<file path="src/rtl/lane_serializer_if.sv">
// rtl/lane_serializer_if.sv - lane-side and serial-side handshake bundle for lane_serializer
interface lane_serializer_if #(
   parameter int LANES = 4,
   parameter int WIDTH = 8
);
   localparam int LW = (LANES > 1) ? $clog2(LANES) : 1;

   logic [LANES*WIDTH-1:0] dataIn;
   logic [LANES-1:0]       validIn;
   logic [LANES-1:0]       readyIn;
   logic [WIDTH-1:0]       dataOut;
   logic                   validOut;
   logic [LW-1:0]          laneOut;
   logic                   readyOut;

   modport master (
      output dataIn, validIn, readyOut,
      input  readyIn, dataOut, validOut, laneOut
   );

   modport slave (
      input  dataIn, validIn, readyOut,
      output readyIn, dataOut, validOut, laneOut
   );
endinterface

</file>
<file path="src/rtl/lane_serializer.sv">
// rtl/lane_serializer.sv - N-lane to 1-lane word serializer, round-robin or fixed-slot TDM
// Optional saturating word/bubble counters: define LANE_SER_STATS_EN.
module lane_serializer #(
   parameter int LANES    = 4,
   parameter int WIDTH    = 8,
   parameter int TDM_MODE = 0,
   parameter int CNT_W    = 16
) (
   input  logic             clk_1,
   input  logic             reset,
`ifdef LANE_SER_STATS_EN
   output logic [CNT_W-1:0] wordCount,
   output logic [CNT_W-1:0] bubbleCount,
`endif
   lane_serializer_if.slave bus
);
   localparam int LW = (LANES > 1) ? $clog2(LANES) : 1;
   localparam logic [LW-1:0] LAST = LW'(LANES - 1);

   if (LANES < 2 || LANES > 16 || WIDTH < 1 || CNT_W < 1) begin : g_param_check
      $error("lane_serializer: parameter out of range");
   end

   logic [WIDTH-1:0] hold_q [LANES];
   logic [LANES-1:0] hold_vld_q, hold_vld_d;
   logic [LW-1:0]    ptr_q, ptr_d;
   logic [WIDTH-1:0] data_q, data_d;
   logic             valid_q, valid_d;
   logic [LW-1:0]    lane_q, lane_d;

   logic             ld;
   logic             found;
   logic [LW-1:0]    grant;
   logic [LW-1:0]    cand;
   int               idx;
   logic [LANES-1:0] drain;
   logic [LANES-1:0] accept;

   function automatic logic [LW-1:0] next_slot(input logic [LW-1:0] s);
      return (s == LAST) ? '0 : s + LW'(1);
   endfunction

   assign ld = ~valid_q | bus.readyOut;

   // Mode 0 searches from ptr for the first held lane; TDM simply offers the ptr slot.
   always_comb begin
      found = 1'b0;
      grant = ptr_q;
      cand  = ptr_q;
      idx   = 0;
      if (TDM_MODE != 0) begin
         found = hold_vld_q[ptr_q];
      end else begin
         for (int k = 0; k < LANES; k++) begin
            idx = int'(ptr_q) + k;
            if (idx >= LANES) idx = idx - LANES;
            cand = LW'(idx);
            if (!found && hold_vld_q[cand]) begin
               found = 1'b1;
               grant = cand;
            end
         end
      end
   end

   always_comb begin
      for (int i = 0; i < LANES; i++) begin
         drain[i] = ld && found && (grant == LW'(i));
      end
   end

   assign bus.readyIn = ~hold_vld_q | drain;
   assign accept      = bus.validIn & bus.readyIn;
   assign hold_vld_d  = (hold_vld_q & ~drain) | accept;

   always_comb begin
      data_d  = data_q;
      valid_d = valid_q;
      lane_d  = lane_q;
      ptr_d   = ptr_q;
      if (ld) begin
         if (TDM_MODE != 0) begin
            valid_d = found;
            lane_d  = ptr_q;
            data_d  = hold_q[ptr_q];
            ptr_d   = next_slot(ptr_q);
         end else if (found) begin
            valid_d = 1'b1;
            lane_d  = grant;
            data_d  = hold_q[grant];
            ptr_d   = next_slot(grant);
         end else begin
            valid_d = 1'b0;
         end
      end
   end

   always_ff @(posedge clk_1 or posedge reset) begin
      if (reset) begin
         hold_vld_q <= '0;
         ptr_q      <= '0;
         data_q     <= '0;
         valid_q    <= 1'b0;
         lane_q     <= '0;
         for (int i = 0; i < LANES; i++) hold_q[i] <= '0;
      end else begin
         hold_vld_q <= hold_vld_d;
         ptr_q      <= ptr_d;
         data_q     <= data_d;
         valid_q    <= valid_d;
         lane_q     <= lane_d;
         for (int i = 0; i < LANES; i++) begin
            if (accept[i]) hold_q[i] <= bus.dataIn[i*WIDTH +: WIDTH];
         end
      end
   end

   assign bus.dataOut  = data_q;
   assign bus.validOut = valid_q;
   assign bus.laneOut  = lane_q;

`ifdef LANE_SER_STATS_EN
   logic [CNT_W-1:0] word_cnt_q, bubble_cnt_q;

   always_ff @(posedge clk_1 or posedge reset) begin
      if (reset) begin
         word_cnt_q   <= '0;
         bubble_cnt_q <= '0;
      end else begin
         if (valid_q && bus.readyOut && (word_cnt_q != '1)) word_cnt_q <= word_cnt_q + CNT_W'(1);
         if (ld && !valid_d && (bubble_cnt_q != '1)) bubble_cnt_q <= bubble_cnt_q + CNT_W'(1);
      end
   end

   assign wordCount   = word_cnt_q;
   assign bubbleCount = bubble_cnt_q;
`endif
endmodule

</file>
<file path="src/flat_wrapper.sv">
// flat-port wrapper written by rule: the top's interface ports become plain ports
module lane_serializer_flat 
#(
   parameter int LANES    = 4,
   parameter int WIDTH    = 8,
   parameter int TDM_MODE = 0,
   parameter int CNT_W    = 16
)
  (clk_1, reset, bus_dataIn, bus_validIn, bus_readyOut, bus_readyIn, bus_dataOut, bus_validOut, bus_laneOut);
  lane_serializer_if #(.LANES(LANES), .WIDTH(WIDTH)) bus_i ();
  input  logic clk_1;
  input  logic reset;
  input wire logic [$bits(bus_i.dataIn)-1:0] bus_dataIn;
  input wire logic [$bits(bus_i.validIn)-1:0] bus_validIn;
  input wire logic [$bits(bus_i.readyOut)-1:0] bus_readyOut;
  output wire logic [$bits(bus_i.readyIn)-1:0] bus_readyIn;
  output wire logic [$bits(bus_i.dataOut)-1:0] bus_dataOut;
  output wire logic [$bits(bus_i.validOut)-1:0] bus_validOut;
  output wire logic [$bits(bus_i.laneOut)-1:0] bus_laneOut;
  assign bus_i.dataIn = bus_dataIn;
  assign bus_i.validIn = bus_validIn;
  assign bus_i.readyOut = bus_readyOut;
  assign bus_readyIn = bus_i.readyIn;
  assign bus_dataOut = bus_i.dataOut;
  assign bus_validOut = bus_i.validOut;
  assign bus_laneOut = bus_i.laneOut;
  lane_serializer #(.LANES(LANES), .WIDTH(WIDTH), .TDM_MODE(TDM_MODE), .CNT_W(CNT_W)) u_core (.clk_1(clk_1), .reset(reset), .bus(bus_i));
endmodule
</file>
<file path="config.mk">
export PLATFORM = sky130hd
export DESIGN_NAME = lane_serializer_flat
export DESIGN_NICKNAME = d
export VERILOG_FILES = /design/src/rtl/lane_serializer_if.sv /design/src/rtl/lane_serializer.sv /design/src/flat_wrapper.sv
export SDC_FILE = /design/constraint.sdc
export NUM_CORES = 1
export LEC_CHECK = 0
export CAP_MARGIN = 20
export CORE_ASPECT_RATIO = 1.25
export CORE_MARGIN = 4
export CORE_UTILIZATION = 45
export DETAILED_ROUTE_END_ITERATION = 6
export PLACE_DENSITY = 0.76
export SLEW_MARGIN = 5
export SYNTH_ARGS = -nofsm -noshare
export SYNTH_HDL_FRONTEND = slang
export SYNTH_SLANG_ARGS = --single-unit
</file>
<file path="constraint.sdc">
create_clock -name clk_1 -period 2.66 [get_ports clk_1]
set_clock_uncertainty 0.1 [all_clocks]
set_input_delay 0.399 -clock clk_1 [delete_from_list [all_inputs] [get_ports clk_1]]
set_output_delay 0.399 -clock clk_1 [all_outputs]
set_load 0.02 [all_outputs]
</file>
; Word-level counts from Yosys, hierarchy flattened
; Index checks and enable logic that the tools add are counted.
[word_totals]
ramBits = 0
output_inout_bits = 15
register_bits = 49
romBits = 0
latchBits = 0
word_cells = 76
inputBits = 39
memories = 0
[classes]
n_mul = 0
addsub = 8
n_eq_ne = 3
order_cmp = 9
div_mod_pow = 0
mux = 25
bitwise = 9
shift = 0
n_reduce_logical = 13
[op_table]
columns = cell, n
row1 = 2-to-1 mux 2 bit, 9
row2 = binary-select mux 8 bit (select 2 bit), 1
row3 = 2-to-1 mux 8 bit, 2
row4 = >= comparator 3 bit (second input constant), 4
row5 = less-than comparator 2 x 3 -> 1 bit (second input constant), 4
row6 = 2-to-1 mux 1 bit, 9
row7 = bitwise AND 4 bit, 2
row8 = binary-select mux 1 bit (select 2 bit), 4
row9 = logical AND 1 bit, 8
row10 = inverter 4 bit, 2
row11 = OR 4 bit, 2
row12 = subtractor 2 x 1 -> 2 bit (second input constant), 4
row13 = adder 2 x 2 -> 3 bit (second input constant), 2
row14 = equality test 2 bit (second input constant), 2
row15 = adder 2 x 1 -> 3 bit (second input constant), 1
row16 = >= comparator 2 x 3 -> 1 bit (second input constant), 1
row17 = zero test 1 bit, 3
row18 = inverter 2 -> 3 bit, 1
row19 = adder 2 x 1 -> 2 bit (second input constant), 1
row20 = equality test 2 x 1 -> 1 bit (second input constant), 1
row21 = zero test 2 bit, 1
row22 = AND reduction 2 bit, 1
row23 = inverter 1 bit, 1
row24 = OR 1 bit, 1

; Longest topological paths before layout
; Gate-level depths: netlist of the first run.
[logic_depth]
depth_word = 19
mapped_depth = 11
depth_no_buf = 8

; Least setup slack after synthesis of the first run
; OpenSTA, ideal clock, no wires.
[synth_path]
kind = flip-flop to flip-flop
start = reg u_core.hold_vld_q[2]
end = reg u_core.hold_q[0] (netlist name)
setup_ns = 0.125
arrival_time_ns = 2.380
period_less_slack_ns = 2.604
stages_incl_launch_ff = 11
slack_ns = 0.056
t_required_ns = 2.435
path_buffers = 2
path_cell_list = dfrtp_1 -> nor2b_4 -> a2111o_1 -> buf_4 -> nand2_4 -> inv_2 -> buf_6 -> ha_1 -> a21o_1 -> nand2_1 -> mux2_2
[synth_between]
elab_chain_len = 16
word_cells_on_any_way = 27
cone_classes = 1 x eq/ne / 16 x mux / 2 x bitwise / 8 x reduce/logical
[synth_lines]
columns = element, line
row1 = from (decl), lane_serializer.sv:25  ; logic [LANES-1:0] hold_vld_q, hold_vld_d;
row2 = from (signal assigned), lane_serializer.sv:107  ; hold_vld_q <= hold_vld_d;
row3 = binary-select mux 1 bit (select 2 bit), lane_serializer.sv:58  ; if (!found && hold_vld_q[cand]) begin
row4 = 2-to-1 mux 1 bit (implied by the code), lane_serializer.sv:58
row5 = 2-to-1 mux 1 bit, lane_serializer.sv:58
row6 = zero test 1 bit, lane_serializer.sv:58
row7 = logical AND 1 bit, lane_serializer.sv:58
row8 = 2-to-1 mux 1 bit, lane_serializer.sv:58
row9 = zero test 1 bit, lane_serializer.sv:58
row10 = logical AND 1 bit, lane_serializer.sv:58
row11 = 2-to-1 mux 1 bit, lane_serializer.sv:58
row12 = zero test 1 bit, lane_serializer.sv:58
row13 = logical AND 1 bit, lane_serializer.sv:58
row14 = 2-to-1 mux 2 bit / 2-to-1 mux 1 bit (equally long branches), lane_serializer.sv:58
row15 = equality test 2 bit / logical AND 1 bit (equally long branches), lane_serializer.sv:68  ; drain[i] = ld && found && (grant == LW'(i));
row16 = logical AND 1 bit *, lane_serializer.sv:68
row17 = OR 4 bit *, lane_serializer.sv:72  ; assign bus.readyIn = ~hold_vld_q | drain;
row18 = net bus_readyIn[3], flat_wrapper.sv:16  ; output wire logic [$bits(bus_i.readyIn)-1:0] bus_readyIn;
row19 = bitwise AND 4 bit *, lane_serializer.sv:73  ; assign accept = bus.validIn & bus.readyIn;
row20 = "to (signal, indexed assignment)", lane_serializer.sv:113  ; if (accept[i]) hold_q[i] <= bus.dataIn[i*WIDTH +: WIDTH];
row21 = to (decl), lane_serializer.sv:24  ; logic [WIDTH-1:0] hold_q [LANES];
; Mark *: on every way through the listed nets, which the timed path passes. The rest lies on a longest branch. The select of a mux whose other input is x is not followed.
; A chain may end at the register's enable or synchronous reset.

; Worst setup path after layout of the first run
[layout_path]
start = reg u_core.hold_vld_q[2]
end = out bus_readyIn[3]
[layout_between]
elab_chain_len = 15
word_cells_on_any_way = 26
cone_classes = 1 x eq/ne / 16 x mux / 1 x bitwise / 8 x reduce/logical
[layout_lines]
columns = element, line
row1 = binary-select mux 1 bit (select 2 bit), lane_serializer.sv:58
row2 = 2-to-1 mux 1 bit (implied by the code), lane_serializer.sv:58
row3 = 2-to-1 mux 1 bit, lane_serializer.sv:58
row4 = zero test 1 bit, lane_serializer.sv:58
row5 = logical AND 1 bit, lane_serializer.sv:58
row6 = 2-to-1 mux 1 bit, lane_serializer.sv:58
row7 = zero test 1 bit, lane_serializer.sv:58
row8 = logical AND 1 bit, lane_serializer.sv:58
row9 = 2-to-1 mux 1 bit, lane_serializer.sv:58
row10 = zero test 1 bit, lane_serializer.sv:58
row11 = logical AND 1 bit, lane_serializer.sv:58
row12 = 2-to-1 mux 2 bit / 2-to-1 mux 1 bit (equally long branches), lane_serializer.sv:58
row13 = equality test 2 bit / logical AND 1 bit (equally long branches), lane_serializer.sv:68
row14 = logical AND 1 bit *, lane_serializer.sv:68
row15 = OR 4 bit *, lane_serializer.sv:72
row16 = to (decl), flat_wrapper.sv:16
; Mark *: on every way between the ends. The rest lies on a longest branch, timed or not. The select of a mux whose other input is x is not followed.

==> results of run 1 <==
[synthesized netlist by cell type (all sizes together)]
library cell  instances
nand2b                4
o211ai                1
nand3                 8
o31ai                 2
o21bai                1
nor2                  2
clkbuf                2
o22ai                 2
a21o                  2
nand2                13
nor2b                 6
mux2                 40
nor3b                 1
o21ai                11
dfrtp                49
o21a                  1
ha                    1
o21ba                 1
a21oi                10
nor4                  1
buf                   3
inv                   7
a41oi                 2
a221o                 8
a31o                  1
a2111oi               1
o2111ai               1
a2111o                1
[worst min-delay path, stage by stage (launching register included)]
cell and delay, ps:
dfrtp_1 360, nand2_1 50, o21ai_0 60
[area by class of cell]
cell class / instances / area [um2]
well taps: 60 / 75.1
multi-input cells: 121 / 1040
clock inverters: 1 / 5.00
inverters: 7 / 26.3
repair buffers: 73 / 664
clock buffers: 7 / 96.3
flip-flops and latches: 49 / 1230
fillers: 393 / 1730
[report_power, final]
group	switching [W]	internal (W)
clock	0.000244	0.000235
sequential	0.000244	0.00112
combinational	0.000916	0.00108
[layer usage]
metal | global-route usage [%] | up-vias | share of wire, %
met4 | 10.4 | 0 | 3.5
met2 | 31.1 | 58 | 52
met1 | 21.6 | 884 | 39
li1 | - | 818 | -
met3 | 4.09 | 18 | 5.4
met5 | 0 | - | 0
[flip-flops by register name, indices dropped and copies added, names as in the netlist]
| name | count |
|---|---|
| u_core.hold_vld_q | 4 |
| u_core.bus.dataOut | 8 |
| u_core.bus.validOut | 1 |
| u_core.ptr_q | 2 |
| u_core.bus.laneOut | 2 |
| u_core.hold_q | 32 |
[what timing repair did]
action / 4_1_cts / 5_1_grt
buffers inserted: 1 / 0
endpoints found under the setup margin: 4 / 3
pin swaps: 0 / 0
gates resized for setup: 5 / 10
cloned: 0 / 0
[path summary, 6_finish.rpt]
path                                        from                    end  slack (ps)  cells past startpoint
setup / recovery            u_core.hold_vld_q[2]         bus_readyIn[3]         160                      7
hold / removal             u_core.bus.laneOut[1]  u_core.bus.laneOut[1]         400                      2
setup reg to reg            u_core.hold_vld_q[2]       u_core.hold_q[3]         210                      8
hold reg to reg            u_core.bus.laneOut[1]  u_core.bus.laneOut[1]         400                      2
max in group asynchronous                  reset        u_core.ptr_q[1]        1560                      3
min in group asynchronous                  reset      u_core.hold_q[12]         460                      3
[through the flow]
stage	util, %	total power (W)	instance area (um2)	hold slack [ps]
2_1_floorplan	-	0.00267	2320	374
3_3_place_gp	62.3	0.00333	3030	387
3_5_place_dp	62.3	0.00339	3030	382
4_1_cts	64.5	0.00385	3140	402
5_1_grt	64.4	0.00409	3140	427
6_report	64.4	0.00383	3140	399
[cells by family (layout without fill, tap and decap cells)]
family                   count (synthesis)  after routing  share of synthesized area [%]
multiplexers                            40             40                           20.7
AND/OR/NAND/NOR                         35             35                           8.20
adder cells (fa/ha/maj)                  1              1                          0.539
AO/OA/AOI/OAI                           45             45                           15.1
flip-flops                              49             49                           52.9
buffers and inverters                   12             88                           2.59
[placed cells by master, fill, tap and decap left out, types with 2 or more instances in the layout]
cell type	synthesis	layout
inv_2	1	2
dfrtp_1	49	46
dfrtp_2	0	3
clkdlybuf4s50_1	0	49
clkbuf_8	0	7
nor2b_1	5	5
buf_4	2	20
a41oi_2	2	2
nand2b_1	4	4
a21o_1	2	2
nand2_1	12	12
clkbuf_2	0	3
o21ai_0	11	10
a221o_1	8	8
inv_1	6	5
mux2_2	32	32
nand3_1	8	8
a21oi_1	9	9
mux2_4	8	8
==> flow_metrics.tcl, run 1 <==
set metrics [dict create \
    run_status "complete, no violations" \
    finalHoldViolCount 0 \
    synth_fp_nets 222 \
    slew_headroom_pct 48.0 \
    cts_buffers 5 \
    fp.dieW_um 72.2 \
    place_ws_ps 57.0 \
    slew_viol_final 0 \
    syn_inst 182 \
    synth.top_cell.area_share_pct 52.9 \
    ys_seq_area_share_pct 52.9 \
    crit_path_end_kind "output port" \
    ant_nets 0 \
    antennaDiodeCount 0 \
    syn_avg_cell_area_um2 12.7 \
    cts_tree "done" \
    gp_congestion 0.882 \
    cts_max_path_buffers 2 \
    dp_cells 309 \
    ys_top_cells_by_area "dfrtp_1 (53%), mux2_2 (16%), mux2_4 (5.2%), a221o_1 (3.5%), o21ai_0 (2.4%)" \
    viasPerCell 5.59 \
    final_cells 318 \
    drive_gt1_share_pct 34.1 \
    cts_hold_buffers 0 \
    h-tree-depth 2 \
    final_net_count 297 \
    tns_ps 0 \
    period_needed_ps 2500 \
    rsz0062_at_grt "no" \
    totalWireLength_um 5350 \
    yosys_warnings 0 \
    drt_first_pass_iters 4 \
    required_ps 2160 \
    grt_start_max_net_pins 50 \
    setup.worst_path.start_class "register" \
    setup_ws_ps 160 \
    dp_hpwl_um 3960 \
    fp.dieH_um 88.3 \
    first_global_vias 1898 \
    dieArea_um2 6380 \
    p_leak_nw 1.36 \
    crit_path_top_delay_cell "dfrtp_2" \
    crit_fanout 6 \
    coreArea_um2 4870 \
    port_buffers 53 \
    powerDensity_nw_per_um2 1220 \
    synth-seq-cells 49 \
    critPathKind "reg -> out" \
    vias 1778 \
    synth.largest_area_cell "dfrtp_1" \
    crit_buf_inv 2 \
    path_cells "nor2b_4 -> a2111o_1 -> nand2_4 -> inv_2 -> ha_1 -> a21o_1 -> clkbuf_2" \
    fmax_mhz 400 \
    worst_pin_slew_ps 778 \
    io_pins 54 \
    finalSetupViolCount 0 \
    ys_types 36 \
    hp-class "reg -> reg" \
    critical_path.top_delay_family "compound AO/OA/AOI/OAI gates" \
    drc 0 \
    areaGrowthSynthToFinish_pct 35.2 \
    slowest_delay_ps 440 \
    vdd_drop_max_uv 657 \
    grt-ovfl-total 0 \
    post-route-period-util_pct 94.0 \
    clkSinkCount 49 \
    antenna_found_initial 0 \
    wire_per_inst_um 16.8 \
    grtUsageTotal_pct 18.4 \
    root_buffer "clkbuf_8" \
    path_clk_slew_ps 90 \
    synth.cell_area_um2 2320 \
    clk_latency_ps 300 \
    crit_arrival_ps 2000 \
    row_count 28 \
    maxCapViolations 0 \
    initial_core_util_pct 47.6 \
    drtIter0Drc 68 \
    grt_pass1_wl_um 8850 \
]
No activity file was read; power rests on OpenSTA's default activity.
==> inputs of run 2 (changes only) <==
- SETUP_SLACK_MARGIN: unset -> 0.1
==> flow_metrics.tcl, run 2 (synthesis results as in run 1) <==
set metrics [dict create \
    run_status "complete, no violations" \
    rsz0062_at_grt "yes" \
    finalHoldViolCount 0 \
    drt_first_pass_iters 4 \
    clk_latency_ps 310 \
    io_pins 54 \
    hp-class "in -> async" \
    h-tree-depth 2 \
    cts_buffers 5 \
    crit_path_end_kind "output port" \
    dp_cells 308 \
    dp_hpwl_um 4010 \
    cts_hold_buffers 0 \
    cts_tree "done" \
    fillers 363 \
    grtUsageTotal_pct 17.5 \
    crit_fanout 8 \
    finalSetupViolCount 0 \
    fp.dieW_um 72.2 \
    setup.worst_path.start_class "register" \
    grt-ovfl-total 0 \
    p_leak_nw 1.36 \
    antennaDiodeCount 0 \
    fp.dieH_um 88.3 \
    row_count 28 \
    critPathKind "reg -> out" \
    power.total_w 0.00387 \
    first_global_vias 1812 \
    grt_pass1_wl_um 8420 \
    layout_commonest_cell "clkdlybuf4s50_1" \
    cts_max_path_buffers 2 \
    required_ps 2160 \
    worst_pin_slew_ps 710 \
    drc 0 \
    coreArea_um2 4870 \
    slew_viol_final 0 \
    antenna_found_initial 0 \
    final_cell_mix "clkdlybuf4s50_1 (49), dfrtp_1 (47), mux2_2 (32)" \
    powerDensity_nw_per_um2 1220 \
    clkSinkCount 49 \
    period_needed_ps 2550 \
    totalWireLength_um 5540 \
    viasPerCell 5.69 \
    areaGrowthSynthToFinish_pct 36.8 \
    path_clk_slew_ps 100 \
    dieArea_um2 6380 \
    whs_ps 386 \
    port_buffers 53 \
    largest_reg_flops 32 \
    ant_nets 0 \
    post-route-period-util_pct 96.0 \
    root_buffer "clkbuf_8" \
    grt_start_max_net_pins 31 \
    vias 1833 \
    slew_headroom_pct 52.6 \
    drtIter0Drc 87 \
    r2r_setup_slack_ps 260 \
    crit_arrival_ps 2050 \
    wire_per_inst_um 17.2 \
    gp_congestion 0.854 \
    tns_ps 0 \
    drive_gt1_share_pct 35.9 \
    final_net_count 301 \
    top_register "u_core.hold_q" \
    initial_core_util_pct 47.6 \
    fmax_mhz 392 \
    maxCapViolations 0 \
    final_cells 322 \
    vdd_drop_max_uv 623 \
]
run 2: cell count changes in the layout (fill, tap and decap cells not counted), sizes merged:
cell and change:
clkbuf -4, buf +6, clkdlybuf4s15 +1, clkinv -1, clkinvlp +3, dlygate4sd2 -1
run 2: per-layer routing:
| metal | GRT usage (%) | wire length, um |
|---|---|---|
| met5 | 0 | 0 |
| met4 | 8.55 | 149 |
| met3 | 3.64 | 273 |
| met2 | 30.2 | 2820 |
| met1 | 20.8 | 2300 |
run 2: critical path: stages, from the launching register on:
cell and delay (ps):
dfrtp_2 450, buf_4 130, nor2_2 40, a2111o_1 470
nand2_4 110, inv_2 50, o31ai_1 280, clkbuf_2 230
run 2: worst paths after layout:
check,from,to,cells after the start
worst max-delay path,u_core.ptr_q[1],bus_readyIn[0],7
worst max register to register,u_core.ptr_q[1],u_core.hold_q[13],9
worst min-delay path,reset,u_core.bus.dataOut[2],2
max in group asynchronous,reset,u_core.ptr_q[1],3
worst min register to register,u_core.hold_q[29],u_core.hold_q[29],1
min in group clk_1,u_core.hold_q[29],u_core.hold_q[29],1
run 2: through the flow:
step                      area [um2]  util [%]  setup slack (ps)
final                           3170      65.2               106
after global placement          3030      62.2              27.8
after global routing            3170      65.2              12.4
after CTS                       3130      64.3              37.4
after detailed placement        3030      62.2              53.4
after floorplan                 2320         -               131
run 2: area by class of cell:
| class | instances | area, um2 | share of cell area (%) |
|---|---|---|---|
| clock buffer | 5 | 68.8 | 2.17 |
| inverter | 7 | 26.3 | 0.828 |
| timing repair buffer | 77 | 702 | 22.1 |
| multi-input combinational | 121 | 1050 | 33.1 |
| tap | 60 | 75.1 | 2.37 |
| sequential | 49 | 1230 | 38.7 |
| clock inverter | 3 | 22.5 | 0.710 |
run 2: power breakdown:
group / switching, W / leakage (nW) / total [W] / internal [W]
registers: 0.000246 / 0.572 / 0.00136 / 0.00111
logic: 0.000951 / 0.756 / 0.00207 / 0.00111
clock network: 0.000256 / 0.0364 / 0.000440 / 0.000185
total: 0.00145 / 1.36 / 0.00387 / 0.00241
run 2: repair_timing:
action,4_1_cts,5_1_grt
buffers inserted,1,5
pin swaps,0,3
gates resized for setup,9,13
endpoints found under the setup margin,4,4
==> RTL change: new RTL, config.mk and constraints of run 1 <==
`LANES` is set to 4 in 3 places; all go to 2.
--- a/src/rtl/lane_serializer_if.sv
+++ b/src/rtl/lane_serializer_if.sv
@@ -2,3 +2,3 @@
 interface lane_serializer_if #(
-   parameter int LANES = 4,
+   parameter int LANES = 2,
    parameter int WIDTH = 8
--- a/src/rtl/lane_serializer.sv
+++ b/src/rtl/lane_serializer.sv
@@ -3,3 +3,3 @@
 module lane_serializer #(
-   parameter int LANES    = 4,
+   parameter int LANES    = 2,
    parameter int WIDTH    = 8,
--- a/src/flat_wrapper.sv
+++ b/src/flat_wrapper.sv
@@ -3,3 +3,3 @@
 #(
-   parameter int LANES    = 4,
+   parameter int LANES    = 2,
    parameter int WIDTH    = 8,
Ports: changed (resized bus_dataIn, bus_laneOut, bus_readyIn and bus_validIn); port bits go from 54 to 33. No check against the original RTL was run, so the function may have changed too.
==> RTL change against run 1 <==
  * Critical path type unchanged
  * Sequential power down 45%
  * Largest cell class unchanged
  * Worst setup slack improved by 0.11 ns
  * Wire length fell by 36%
  * Sequential cell count fell by 20
  * Total power shrank 51%
  * Cell area down 39%
  * Die area down 32%
  * Via count decreased by 31%
  * Fmax grew 4.6%
  * Synthesized area fell by 35%
  * Global-route usage decreased by 0.49 points
  * Utilization shrank 4.6 points
==> RTL change: results <==
group,metric,value,unit
yosys,ys_seq_area_frac,0.4829,
routing,wl_per_cell,15.78,um
run_status,status,"finished clean",
yosys,synth_adder_area_share,0,
min_path,hp-class,"in2async",
clocking,clkLatencyLatePin,0.28,ns
yosys,synth_area_leaders,"dfrtp_1, o211ai_1, nand2b_1",
routing,drt-initial-drc-count,38,
grt,grt_start_max_net_pins,30,
power,p_leak,0.0008035,uW
layout,fin_nets,201,
clocking,cts_resized,0,
routing,route.layer.met1.wl,1480,um
placed_design,dp_hpwl,2459,um
placed_design,placed_cells,210,
yosys,synthTopCellsByCount,"dfrtp_1, nand2_1, o211ai_1",
clocking,clk_pin_slew,0.06,ns
routing,wl_met3,200,um
layout,drive_gt1_frac,0.1050,
power,vdd_drop_max,0.6859,mV
yosys,synth_compound_area_frac,0.2440,
setup_path,crit_path_max_fanout,13,
grt,grt_pass1_wl,5823,um
routing,drt_wl_total,3440,um
setup_path,arrival,1.89,ns
yosys,synthesis.nets,168,
yosys,synth.area.mux_share,0,
routing,vias,1219,
RTL change: changes by cell type after synthesis, moves of 5 or more:
cell	run 1	this run
nor2b_1	5	0
nand2_1	12	24
o21bai_1	0	8
nand3_1	8	0
dfrtp_1	49	29
nor3_1	0	8
a21oi_1	9	1
mux2_4	8	0
o211ai_1	1	24
nand2b_1	4	16
mux2_2	32	0
o21ai_0	11	0
buf_2	0	5
RTL change: cell families after synthesis:
group	Yosys count
and+or+nand+nor	56
AOI/OAI and AO/OA	45
DFF	29
buffers and inverters	17
RTL change: routing by layer:
layer,track usage,vias up
met3,0.05841,5
met4,0.07635,0
li1,-,592
met2,0.2800,29
met1,0.2245,593
met5,0,-
RTL change: area by class of cell:
cell class              instances  area (sq um)  area share
clock inverters                 1         5.005    0.002597
repair buffers                 38         365.4      0.1896
multi-input cells             101         669.4      0.3474
inverters                       5         18.77    0.009740
well taps                      37         46.29     0.02403
flip-flops and latches         29         725.7      0.3766
clock buffers                   7         96.34     0.05000
RTL change: path summary, 6_finish.rpt:
kind	from	end	slack (ns)	depth (start not counted)
max	u_core.hold_vld_q[0]	bus_readyIn[1]	0.27	4
min	reset	u_core.hold_q[3]	0.40	3
max reg2reg	u_core.hold_vld_q[0]	u_core.bus.dataOut[6]	0.98	4
min reg2reg	u_core.hold_q[2]	u_core.hold_q[2]	0.41	2
max in group asynchronous	reset	u_core.bus.validOut	1.78	3
min in group clk_1	u_core.hold_q[2]	u_core.hold_q[2]	0.41	2
RTL change: critical path, cell delays in order (launching register included):
cell             delay, ns
dfrtp_1               0.55
nor2b_4               0.21
o21a_1                0.18
inv_1                 0.06
clkdlybuf4s50_1       0.60
RTL change: metrics by stage:
stage / setup slack [ns] / power, uW / utilization / hold slack, ns / cell area [sq um]
3_5_place_dp: 0.3465 / 1472 / 0.5664 / 0.3946 / 1826
3_3_place_gp: 0.3689 / 1437 / 0.5664 / 0.3875 / 1826
5_1_grt: 0.1623 / 1978 / 0.5978 / 0.4223 / 1927
4_1_cts: 0.2503 / 1880 / 0.5978 / 0.4090 / 1927
6_report: 0.2696 / 1864 / 0.5978 / 0.3986 / 1927
2_1_floorplan: 1.033 / 1202 / - / 0.3738 / 1503
RTL change: power by group through the flow:
stage / registers [uW] / clock network (uW) / logic, uW
2_1_floorplan: 798 / 0 / 405
3_3_place_gp: 748 / 0 / 689
3_5_place_dp: 757 / 0 / 715
4_1_cts: 750 / 412 / 717
5_1_grt: 768 / 434 / 775
6_report: 747 / 408 / 709
